==> src/rtl/link_ddr_downstream_multi.sv <==
// Multi-lane DDR downstream receiver: per-lane beat-pair gearbox and FIFO, joined core
// word with lock-step dequeue, and decimated credit tokens back upstream.
module link_ddr_downstream_multi #(
  parameter int unsigned CHANNELS    = 2,
  parameter int unsigned CH_W        = 8,
  parameter int unsigned DEPTH       = 8,
  parameter int unsigned TOKEN_DECIM = 2
) (
  input  logic                         clk,
  input  logic                         rst,
  input  logic [CHANNELS-1:0]          io_valid_i,
  input  logic [CHANNELS*CH_W-1:0]     io_data_i,
  output logic                         core_valid_o,
  output logic [CHANNELS*2*CH_W-1:0]   core_data_o,
  input  logic                         core_yumi_i,
  output logic                         io_token_o,
  output logic [CHANNELS-1:0]          phase_o,
  output logic                         overflow_o
);

  localparam int unsigned AW = (DEPTH > 1) ? $clog2(DEPTH) : 1;
  localparam int unsigned PW = AW + 1;
  localparam int unsigned WW = 2 * CH_W;
  localparam int unsigned TW = (TOKEN_DECIM > 1) ? $clog2(TOKEN_DECIM) : 1;

  logic [CHANNELS-1:0] lane_empty;
  logic [CHANNELS-1:0] lane_drop;
  logic                pop;

  // Join is combinational from registered pointers; a pop is only honoured while valid.
  assign core_valid_o = ~|lane_empty;
  assign pop          = core_yumi_i & core_valid_o;

  for (genvar c = 0; c < CHANNELS; c++) begin : g_lane
    logic            phase_q, phase_d;
    logic [CH_W-1:0] lo_q, lo_d;
    logic [PW-1:0]   wptr_q, wptr_d;
    logic [PW-1:0]   rptr_q, rptr_d;
    logic [WW-1:0]   mem_q [DEPTH];
    logic [CH_W-1:0] beat;
    logic            push;
    logic            full;
    logic            wr_en;

    assign beat          = io_data_i[c*CH_W +: CH_W];
    assign full          = (wptr_q[AW-1:0] == rptr_q[AW-1:0]) && (wptr_q[AW] != rptr_q[AW]);
    assign lane_empty[c] = (wptr_q == rptr_q);
    assign push          = io_valid_i[c] & phase_q;
    // A full lane still accepts the word when the same-cycle pop frees a slot.
    assign wr_en         = push & (~full | pop);
    assign lane_drop[c]  = push & full & ~pop;

    always_comb begin
      phase_d = phase_q;
      lo_d    = lo_q;
      wptr_d  = wptr_q;
      rptr_d  = rptr_q;
      if (io_valid_i[c]) begin
        phase_d = ~phase_q;
        if (!phase_q) lo_d = beat;
      end
      if (wr_en) wptr_d = wptr_q + PW'(1);
      if (pop)   rptr_d = rptr_q + PW'(1);
    end

    always_ff @(posedge clk) begin
      if (rst) begin
        phase_q <= 1'b0;
        lo_q    <= '0;
        wptr_q  <= '0;
        rptr_q  <= '0;
      end else begin
        phase_q <= phase_d;
        lo_q    <= lo_d;
        wptr_q  <= wptr_d;
        rptr_q  <= rptr_d;
      end
    end

    always_ff @(posedge clk) begin
      if (wr_en) mem_q[wptr_q[AW-1:0]] <= {beat, lo_q};
    end

    assign core_data_o[c*WW +: WW] = mem_q[rptr_q[AW-1:0]];
    assign phase_o[c]              = phase_q;
  end

  logic [TW-1:0] tok_cnt_q, tok_cnt_d;
  logic          token_q, token_d;
  logic          ovf_q, ovf_d;

  always_comb begin
    tok_cnt_d = tok_cnt_q;
    token_d   = 1'b0;
    ovf_d     = ovf_q | (|lane_drop);
    if (pop) begin
      if (tok_cnt_q == TW'(TOKEN_DECIM - 1)) begin
        tok_cnt_d = '0;
        token_d   = 1'b1;
      end else begin
        tok_cnt_d = tok_cnt_q + TW'(1);
      end
    end
  end

  always_ff @(posedge clk) begin
    if (rst) begin
      tok_cnt_q <= '0;
      token_q   <= 1'b0;
      ovf_q     <= 1'b0;
    end else begin
      tok_cnt_q <= tok_cnt_d;
      token_q   <= token_d;
      ovf_q     <= ovf_d;
    end
  end

  assign io_token_o = token_q;
  assign overflow_o = ovf_q;

endmodule

==> config.mk <==
export PLATFORM = sky130hd
export DESIGN_NAME = link_ddr_downstream_multi
export DESIGN_NICKNAME = d
export VERILOG_FILES = /design/src/rtl/link_ddr_downstream_multi.sv
export SDC_FILE = /design/constraint.sdc
export NUM_CORES = 1
export LEC_CHECK = 0
export CAP_MARGIN = 15
export CORE_ASPECT_RATIO = 1.25
export CORE_UTILIZATION = 35
export CTS_CLUSTER_SIZE = 25
export DETAILED_ROUTE_END_ITERATION = 10
export GPL_TIMING_DRIVEN = 0
export HOLD_SLACK_MARGIN = 0.1
export PLACE_DENSITY = 0.49
export RECOVER_POWER = 50
export SYNTH_ARGS = -nofsm -noshare
export SYNTH_HDL_FRONTEND = slang
export SYNTH_SLANG_ARGS = --single-unit
==> constraint.sdc <==
create_clock -name clk -period 6.7 [get_ports clk]
set_clock_uncertainty 0.05 [all_clocks]
set_input_delay 2.01 -clock clk [delete_from_list [all_inputs] [get_ports clk]]
set_output_delay 2.01 -clock clk [all_outputs]
set_load 0.01 [all_outputs]
Yosys cells after proc, flatten, opt, wreduce, memory -nomap -nowiden
Memory sizes are Yosys's and may differ from the RTL's. A register that Yosys moved wholly into a read port is not among the register bits.
Cells that the tools add are included.
Widths: inputs -> output; s select.
Storage, ports and cells
  output and inout port bits: 37
  bits in writable memories: 256
  memories: 2
  bits in registers: 37
Operators by class
  reductions and logical operators: 8
  muxes and demuxes: 10
  add/sub/neg operators: 5
  bitwise gates (word level): 17
  equal/unequal tests: 6
Memory list
  g_lane[0].mem_q: depth 8, bits a word 16, rd ports 1, clocked after Yosys merged registers in 1, wr ports 1, RTL line 39  | logic [WW-1:0] mem_q [DEPTH];
  g_lane[1].mem_q: depth 8, bits a word 16, rd ports 1, clocked after Yosys merged registers in 1, wr ports 1, RTL line 39
Operators by type and width (number)
  $add 4x1->4 const B: 4
  $mux 3: 4
  $and 1x1->1: 9
  $eq 4x4->1: 2
  $eq 3x3->1: 2
  $mux 1: 6
  $reduce_or 2->1: 3
  $not 1->1: 5
  $reduce_and 2->1: 2
  $or 1x1->1: 3
  $logic_and 1x1->1: 2
  $ne 1x1->1: 2
  $add 1x1->1 const B: 1
  $logic_not 1->1: 1

Longest topological paths before layout
Gate-level depths: netlist of the first run.
  depth after elaboration: 8
  depth in mapped cells: 6

Worst setup path before layout of the first run
Ideal clock, no wire load.
  path kind: input -> register
  start: input core_yumi_i
  end: memory g_lane[1].mem_q[2][0] in the netlist's numbering (enable)
  cell stages on the path: 3
  path buffers: 0
  slack: 2.142 ns
  required time: 6.220 ns
  arrival: 4.078 ns
  cell sequence: o41ai_2 -> a21oi_2 -> nor4bb_1
On the way
  longest elaborated chain between the ends: 5
RTL lines
  start, declared: RTL line 15  | input logic core_yumi_i,
  $and 1x1->1: RTL line 32  | assign pop = core_yumi_i & core_valid_o;
  $or 1x1->1: RTL line 50  | assign wr_en = push & (~full | pop);
  $and 1x1->1: RTL line 50
  $mux 1: RTL line 81  | if (wr_en) mem_q[wptr_q[AW-1:0]] <= {beat, lo_q};
  $mux 1 (implied by the code): RTL line 81
  end, declared: RTL line 39
Every way passes these cells.

==> results of run 1 <==
## critical path, stage by stage (launching register included)
cell and delay (ns):
dfxtp_1 0.31, clkbuf_1 0.33, buf_2 0.48, mux4_2 0.55, mux2_2 0.31, clkdlybuf4s50_1 0.50
## flip-flops by register name, summed over array words and instances (netlist names), named ones only
signal and count:
overflow_o 1, g_lane.rptr_q 8, g_lane.wptr_q 8, tok_cnt_q 1, g_lane.mem_q 256, g_lane.lo_q 16, g_lane.phase_q 2, io_token_o 1
## layout make-up
cell class	instances	area (sq um)	area share (%)
flip-flops and latches	299	8550	61.7
plain buffers	37	160	1.16
repair buffers	64	662	4.78
multi-input cells	259	2950	21.3
clock inverters	19	146	1.06
clock buffers	38	842	6.08
well taps	418	523	3.78
inverters	5	18.8	0.136
## cells in the mapped netlist, drive strengths merged, types with 6 or more instances
cell    number
nand2       34
xor2         8
nor2b       10
mux2        42
mux4        64
edfxtp     256
dfxtp       43
and4b        6
buf         18
clkbuf      19
a21oi       25
nor2        11
nand2b      13
## power by group
part           total (mW)  internal (mW)  leakage, nW  switching (mW)
registers            2.05           2.04         2.68          0.0163
logic               0.114         0.0500         1.23          0.0636
clock network        1.65          0.963        0.497           0.687
total                3.82           3.05         4.41           0.767
## how the worst min path moves through the flow
stage | slack (ns) | cells after the start | endpoint
2_1_floorplan | 0.40 | 2 | io_token_o
3_3_place_gp | 0.41 | 2 | io_token_o
3_5_place_dp | 0.42 | 2 | io_token_o
4_1_cts | 0.44 | 2 | overflow_o
5_1_grt | 0.47 | 2 | overflow_o
6_report | 0.43 | 2 | overflow_o
## metal layers
metal,vias up,GRT usage [%]
met5,-,0
li1,2598,-
met4,0,3.80
met1,3008,18.0
met2,100,29.1
met3,34,1.93
## cells by family (layout without fill, tap and decap cells)
kind of cell               Yosys count  count (layout)
muxes                              111             111
adders and majority gates            4               4
xor gates and xnor gates            10              10
buffers and inverters               42             163
AOI/OAI and AO/OA                   36              36
DFF                                299             299
and+or+nand+nor                     98              98
==> flow_metrics.env, run 1 <==
export IMPL_vias=5740
export IMPL_critPathLaunchType="register"
export IMPL_h_tree_depth=1
export IMPL_syn_num_nets=625
export IMPL_dpl_cell_count=1082
export IMPL_r2r_slack_ns=3.30
export IMPL_r2r_end="g_lane[0].mem_q[7][9]"
export IMPL_io_pins=58
export IMPL_cts_buffers=31
export IMPL_cts_tree="yes"
export IMPL_status="finished with violations"
export IMPL_drc=10
export IMPL_power_density_nw_per_um2=276
export IMPL_fp_row_count=74
export IMPL_clk_latency_ns=0.55
export IMPL_cp_end_kind="output port"
export IMPL_r2r_cells=5
export IMPL_drt_pass1_iterations=7
export IMPL_synth_area_per_cell_sq_um=19.4
export IMPL_dpl_hpwl_mm=15.9
export IMPL_clk_pin_slew_ns=0.06
export IMPL_final_cell_mix="edfxtp_1, mux4_2, dfxtp_1"
export IMPL_synth_xor_area_share_pct=0.944
export IMPL_place_ws_ns=2.08
export IMPL_async_flop_share_pct=0
export IMPL_cp_endpoint="core_data_o[23]"
export IMPL_die_width_um=165
export IMPL_p_total_mw=3.82
export IMPL_grt_ovfl_total=0
export IMPL_slew_viol_final=7
export IMPL_dr_max_layer_used="met4"
export IMPL_hold_viol=0
export IMPL_initial_core_util_pct=35.6
export IMPL_die_h_um=206
export IMPL_tns_ns=0
export IMPL_grt_pass1_wl_mm=37.7
export IMPL_yosys_cell_types_count=39
export IMPL_layout_commonest_cell="edfxtp_1"
export IMPL_cp_max_fo=10
export IMPL_synth_compound_area_share_pct=2.08
export IMPL_clockRootBuffer="clkbuf_16"
export IMPL_hold_ws_ns=0.426
export IMPL_worstMarginPinSlew_ns=1.74
export IMPL_p_leak_nw=4.41
export IMPL_fmax_mhz=196
export IMPL_ctsHoldBuffers=0
export IMPL_n_antenna_cell=0
export IMPL_hp_start="overflow_o"
export IMPL_cts_repair_resized=0
export IMPL_cts_sinks=299
export IMPL_numPortBuffers=57
export IMPL_antenna_found_initial=0
export IMPL_finalCritPeriodShare_pct=76.0
export IMPL_drive_gt1_share_pct=24.8
export IMPL_drtIter0Drc=358
export IMPL_synth_fa_ha_area_share_pct=0.429
export IMPL_setup_viol=0
export IMPL_grt_usage_pct=15.3
export IMPL_critPathKind="register to output port"
export IMPL_min_path_type="register to register"
export IMPL_nets=722
export IMPL_slew_headroom_pct=-16.8
export IMPL_synth_main_ff_cell="edfxtp_1"
export IMPL_fillers=2955
export IMPL_wl_met3_um=794
export IMPL_syn_area_sq_um=11700
export IMPL_yosysSeqAreaShare_pct=73.3
export IMPL_ys_warn_count=0
export IMPL_dr_wl_met2_mm=13.7
export IMPL_yosys_area_share_simple_pct=4.81
export IMPL_crit_required_ns=4.64
export IMPL_rsz0062_at_grt="false"
export IMPL_wl_mm=25.1
export IMPL_routed_via_density=5.04
export IMPL_cts_buffer_depth=3
export IMPL_place_area_sq_um=12900
export IMPL_synth_edf_count=256
export IMPL_synth_top_area_share_pct=65.9
export IMPL_yosys_area_top_type="edfxtp_1"
export IMPL_drt_met1_wl_mm=10.1
export IMPL_gp_congestion=0.715
export IMPL_cp_arrival_ns=3.03
export IMPL_violations="DRC, capacitance limit, slew limit"
export IMPL_syn_inst=600
export IMPL_ir_worst_vdd_mv=0.230
export IMPL_final_area_sq_um=13800
export IMPL_setup_slack_ns=1.61
export IMPL_synth_top_cells_by_area="edfxtp_1, mux4_2, dfxtp_1"
export IMPL_synth_top_family_by_area="multiplexers"
export IMPL_stdcell_count=1139
export IMPL_core_area_sq_um=32800
export IMPL_timing_rr_start="g_lane[1].wptr_q[2]"
export IMPL_antenna_left=0
export IMPL_min_period_ns=5.09
export IMPL_die_area_sq_um=34100
export IMPL_finish_utilization_pct=42.2
export IMPL_grt_max_degree=17
export IMPL_first_global_vias=6204
export IMPL_synth_mux_area_share_pct=16.8
export IMPL_postCtsSetupRepairBufs=0
export IMPL_maxCapViolations=1
export IMPL_avgRoutedWirePerCell_um=22.0
export IMPL_area_growth_pct=18.7
export IMPL_synth_seq_cells=299
(Power assumes the default switching activity.)
==> inputs of run 2 (changes only) <==
==> constraint.sdc (replaced) <==
create_clock -name clk -period 4.8 [get_ports clk]
set_clock_uncertainty 0.05 [all_clocks]
set_input_delay 1.44 -clock clk [delete_from_list [all_inputs] [get_ports clk]]
set_output_delay 1.44 -clock clk [all_outputs]
set_load 0.01 [all_outputs]
==> run 2 against run 1 <==
Effect of this change: the flow still finishes with violations (DRC, capacitance limit, slew limit); final area about the same; clock-buffer cell count stayed put; global-route usage unchanged; flip-flop and latch count unchanged.
==> flow_metrics.env, run 2 (synthesis results as in run 1) <==
export IMPL_grt_pass1_wl_mm=37.7
export IMPL_whs_path_depth=2
export IMPL_status="finished with violations"
export IMPL_crit_chain="clkbuf_1 -> buf_2 -> mux4_2 -> mux2_2 -> clkdlybuf4s50_1"
export IMPL_cts_tree="yes"
export IMPL_die_width_um=165
export IMPL_r2r_cells=5
export IMPL_routed_via_density=5.04
export IMPL_cts_sinks=299
export IMPL_power_density_nw_per_um2=385
export IMPL_cts_buffers=31
export IMPL_critPathTopFamily="buffers and inverters"
export IMPL_critPathKind="register to output port"
export IMPL_cp_depth=5
export IMPL_slowest_delay_ns=0.55
export IMPL_grt_met1_usage_pct=18.0
export IMPL_cp_endpoint="core_data_o[23]"
export IMPL_cp_end_kind="output port"
export IMPL_cp_arrival_ns=3.03
export IMPL_final_cell_mix="edfxtp_1, mux4_2, dfxtp_1"
export IMPL_drive_gt1_share_pct=24.5
export IMPL_layout_commonest_cell="edfxtp_1"
export IMPL_h_tree_depth=1
export IMPL_finalCritPeriodShare_pct=94.2
export IMPL_clk_latency_ns=0.55
export IMPL_grt_usage_pct=15.3
export IMPL_ir_worst_vdd_mv=0.319
export IMPL_drc=10
export IMPL_min_path_type="register to register"
export IMPL_core_area_sq_um=32800
export IMPL_drt_pass1_iterations=7
export IMPL_grtUsageMet3_pct=1.93
export IMPL_dpl_hpwl_mm=15.9
export IMPL_io_pins=58
export IMPL_tns_ns=0
export IMPL_cp_slowest_cell="mux4_2"
export IMPL_worstMarginPinSlew_ns=1.75
export IMPL_rsz0062_at_grt="false"
export IMPL_grt_max_degree=17
export IMPL_p_leak_nw=4.40
export IMPL_clockRootBuffer="clkbuf_16"
export IMPL_area_growth_pct=18.7
export IMPL_maxCapViolations=1
export IMPL_min_period_ns=4.52
export IMPL_crit_required_ns=3.31
export IMPL_numPortBuffers=57
export IMPL_clk_pin_slew_ns=0.06
export IMPL_r2r_end="g_lane[0].mem_q[7][9]"
export IMPL_initial_core_util_pct=35.6
export IMPL_antenna_found_initial=0
export IMPL_wl_mm=25.1
export IMPL_gp_congestion=0.715
export IMPL_violations="DRC, capacitance limit, slew limit"
export IMPL_fmax_mhz=221
export IMPL_die_h_um=206
export IMPL_antenna_left=0
export IMPL_largest_register_ffs=256
export IMPL_die_area_sq_um=34100
export IMPL_timing_rr_start="g_lane[1].wptr_q[1]"
export IMPL_critPathBufInv=3
export IMPL_cts_repair_resized=0
export IMPL_cp_max_fo=10
export IMPL_slew_viol_final=7
export IMPL_nets=722
export IMPL_r2r_slack_ns=1.17
export IMPL_fillers=2958
export IMPL_cts_buffer_depth=3
export IMPL_slew_headroom_pct=-17.1
export IMPL_fp_row_count=74
export IMPL_n_antenna_cell=0
export IMPL_postCtsSetupRepairBufs=0
export IMPL_grt_util_met2_pct=29.1
export IMPL_critPathLaunchType="register"
export IMPL_vias=5742
export IMPL_drtIter0Drc=355
export IMPL_hold_viol=0
export IMPL_setup_viol=0
export IMPL_avgRoutedWirePerCell_um=22.1
export IMPL_finish_utilization_pct=42.2
export IMPL_first_global_vias=6204
export IMPL_grt_ovfl_total=0
export IMPL_grt_busiest_layer="met2"
export IMPL_ctsHoldBuffers=0
## run 2: cell types whose count changed in the layout (fill, tap and decap cells not counted)
cell / previous run / this run
xor2_2: 3 / 2
buf_2: 11 / 10
clkbuf_1: 24 / 25
xor2_1: 5 / 6
## run 2: worst min path at each step
stage               slack (ns)  startpoint          to
global placement          0.41   tok_cnt_q  io_token_o
global route              0.47  overflow_o  overflow_o
finish                    0.43  overflow_o  overflow_o
CTS                       0.44  overflow_o  overflow_o
detailed placement        0.42   tok_cnt_q  io_token_o
floorplan                 0.40   tok_cnt_q  io_token_o
## run 2: worst register-to-register path: stages, from the launching register on
cell and delay, ns:
dfxtp_1 0.33, clkbuf_1 0.39, xor2_1 0.32, o41ai_1 0.23, a211oi_1 1.18, clkbuf_1 0.75
## run 2: where the power goes
| group | switching (mW) | internal, mW |
|---|---|---|
| sequential | 0.0228 | 2.84 |
| clock | 0.959 | 1.34 |
| combinational | 0.0888 | 0.0697 |
| total | 1.07 | 4.26 |
## run 2: final cells by class
| cell class | instances | area, sq um | area share, % |
|---|---|---|---|
| repair buffers | 64 | 662 | 4.78 |
| clock buffers | 38 | 842 | 6.08 |
| inverters | 5 | 18.8 | 0.136 |
| plain buffers | 37 | 159 | 1.15 |
| well taps | 418 | 523 | 3.78 |
| clock inverters | 19 | 146 | 1.06 |
| multi-input cells | 259 | 2940 | 21.2 |
| flip-flops and latches | 299 | 8550 | 61.8 |
## run 2: metrics by stage
stage | hold slack (ns) | area [sq um] | setup WS, ns | total power, mW | std cells
global placement | 0.413 | 12800 | -1.69 | 3.08 | 1075
CTS | 0.435 | 13900 | 0.194 | 5.39 | 1139
finish | 0.426 | 13800 | 0.277 | 5.33 | 1139
global route | 0.468 | 13800 | 0.126 | 5.48 | 1139
floorplan | 0.397 | 11700 | 0.812 | 2.99 | 600
detailed placement | 0.422 | 12900 | 0.755 | 3.09 | 1082
## run 2: routing by layer
metal | share of wire, % | vias up | wire length (um)
met5 | 0 | - | 0
met4 | 2.1 | 0 | 533
met3 | 3.3 | 36 | 836
met2 | 54 | 103 | 13700
met1 | 40 | 3003 | 10100
li1 | - | 2600 | -
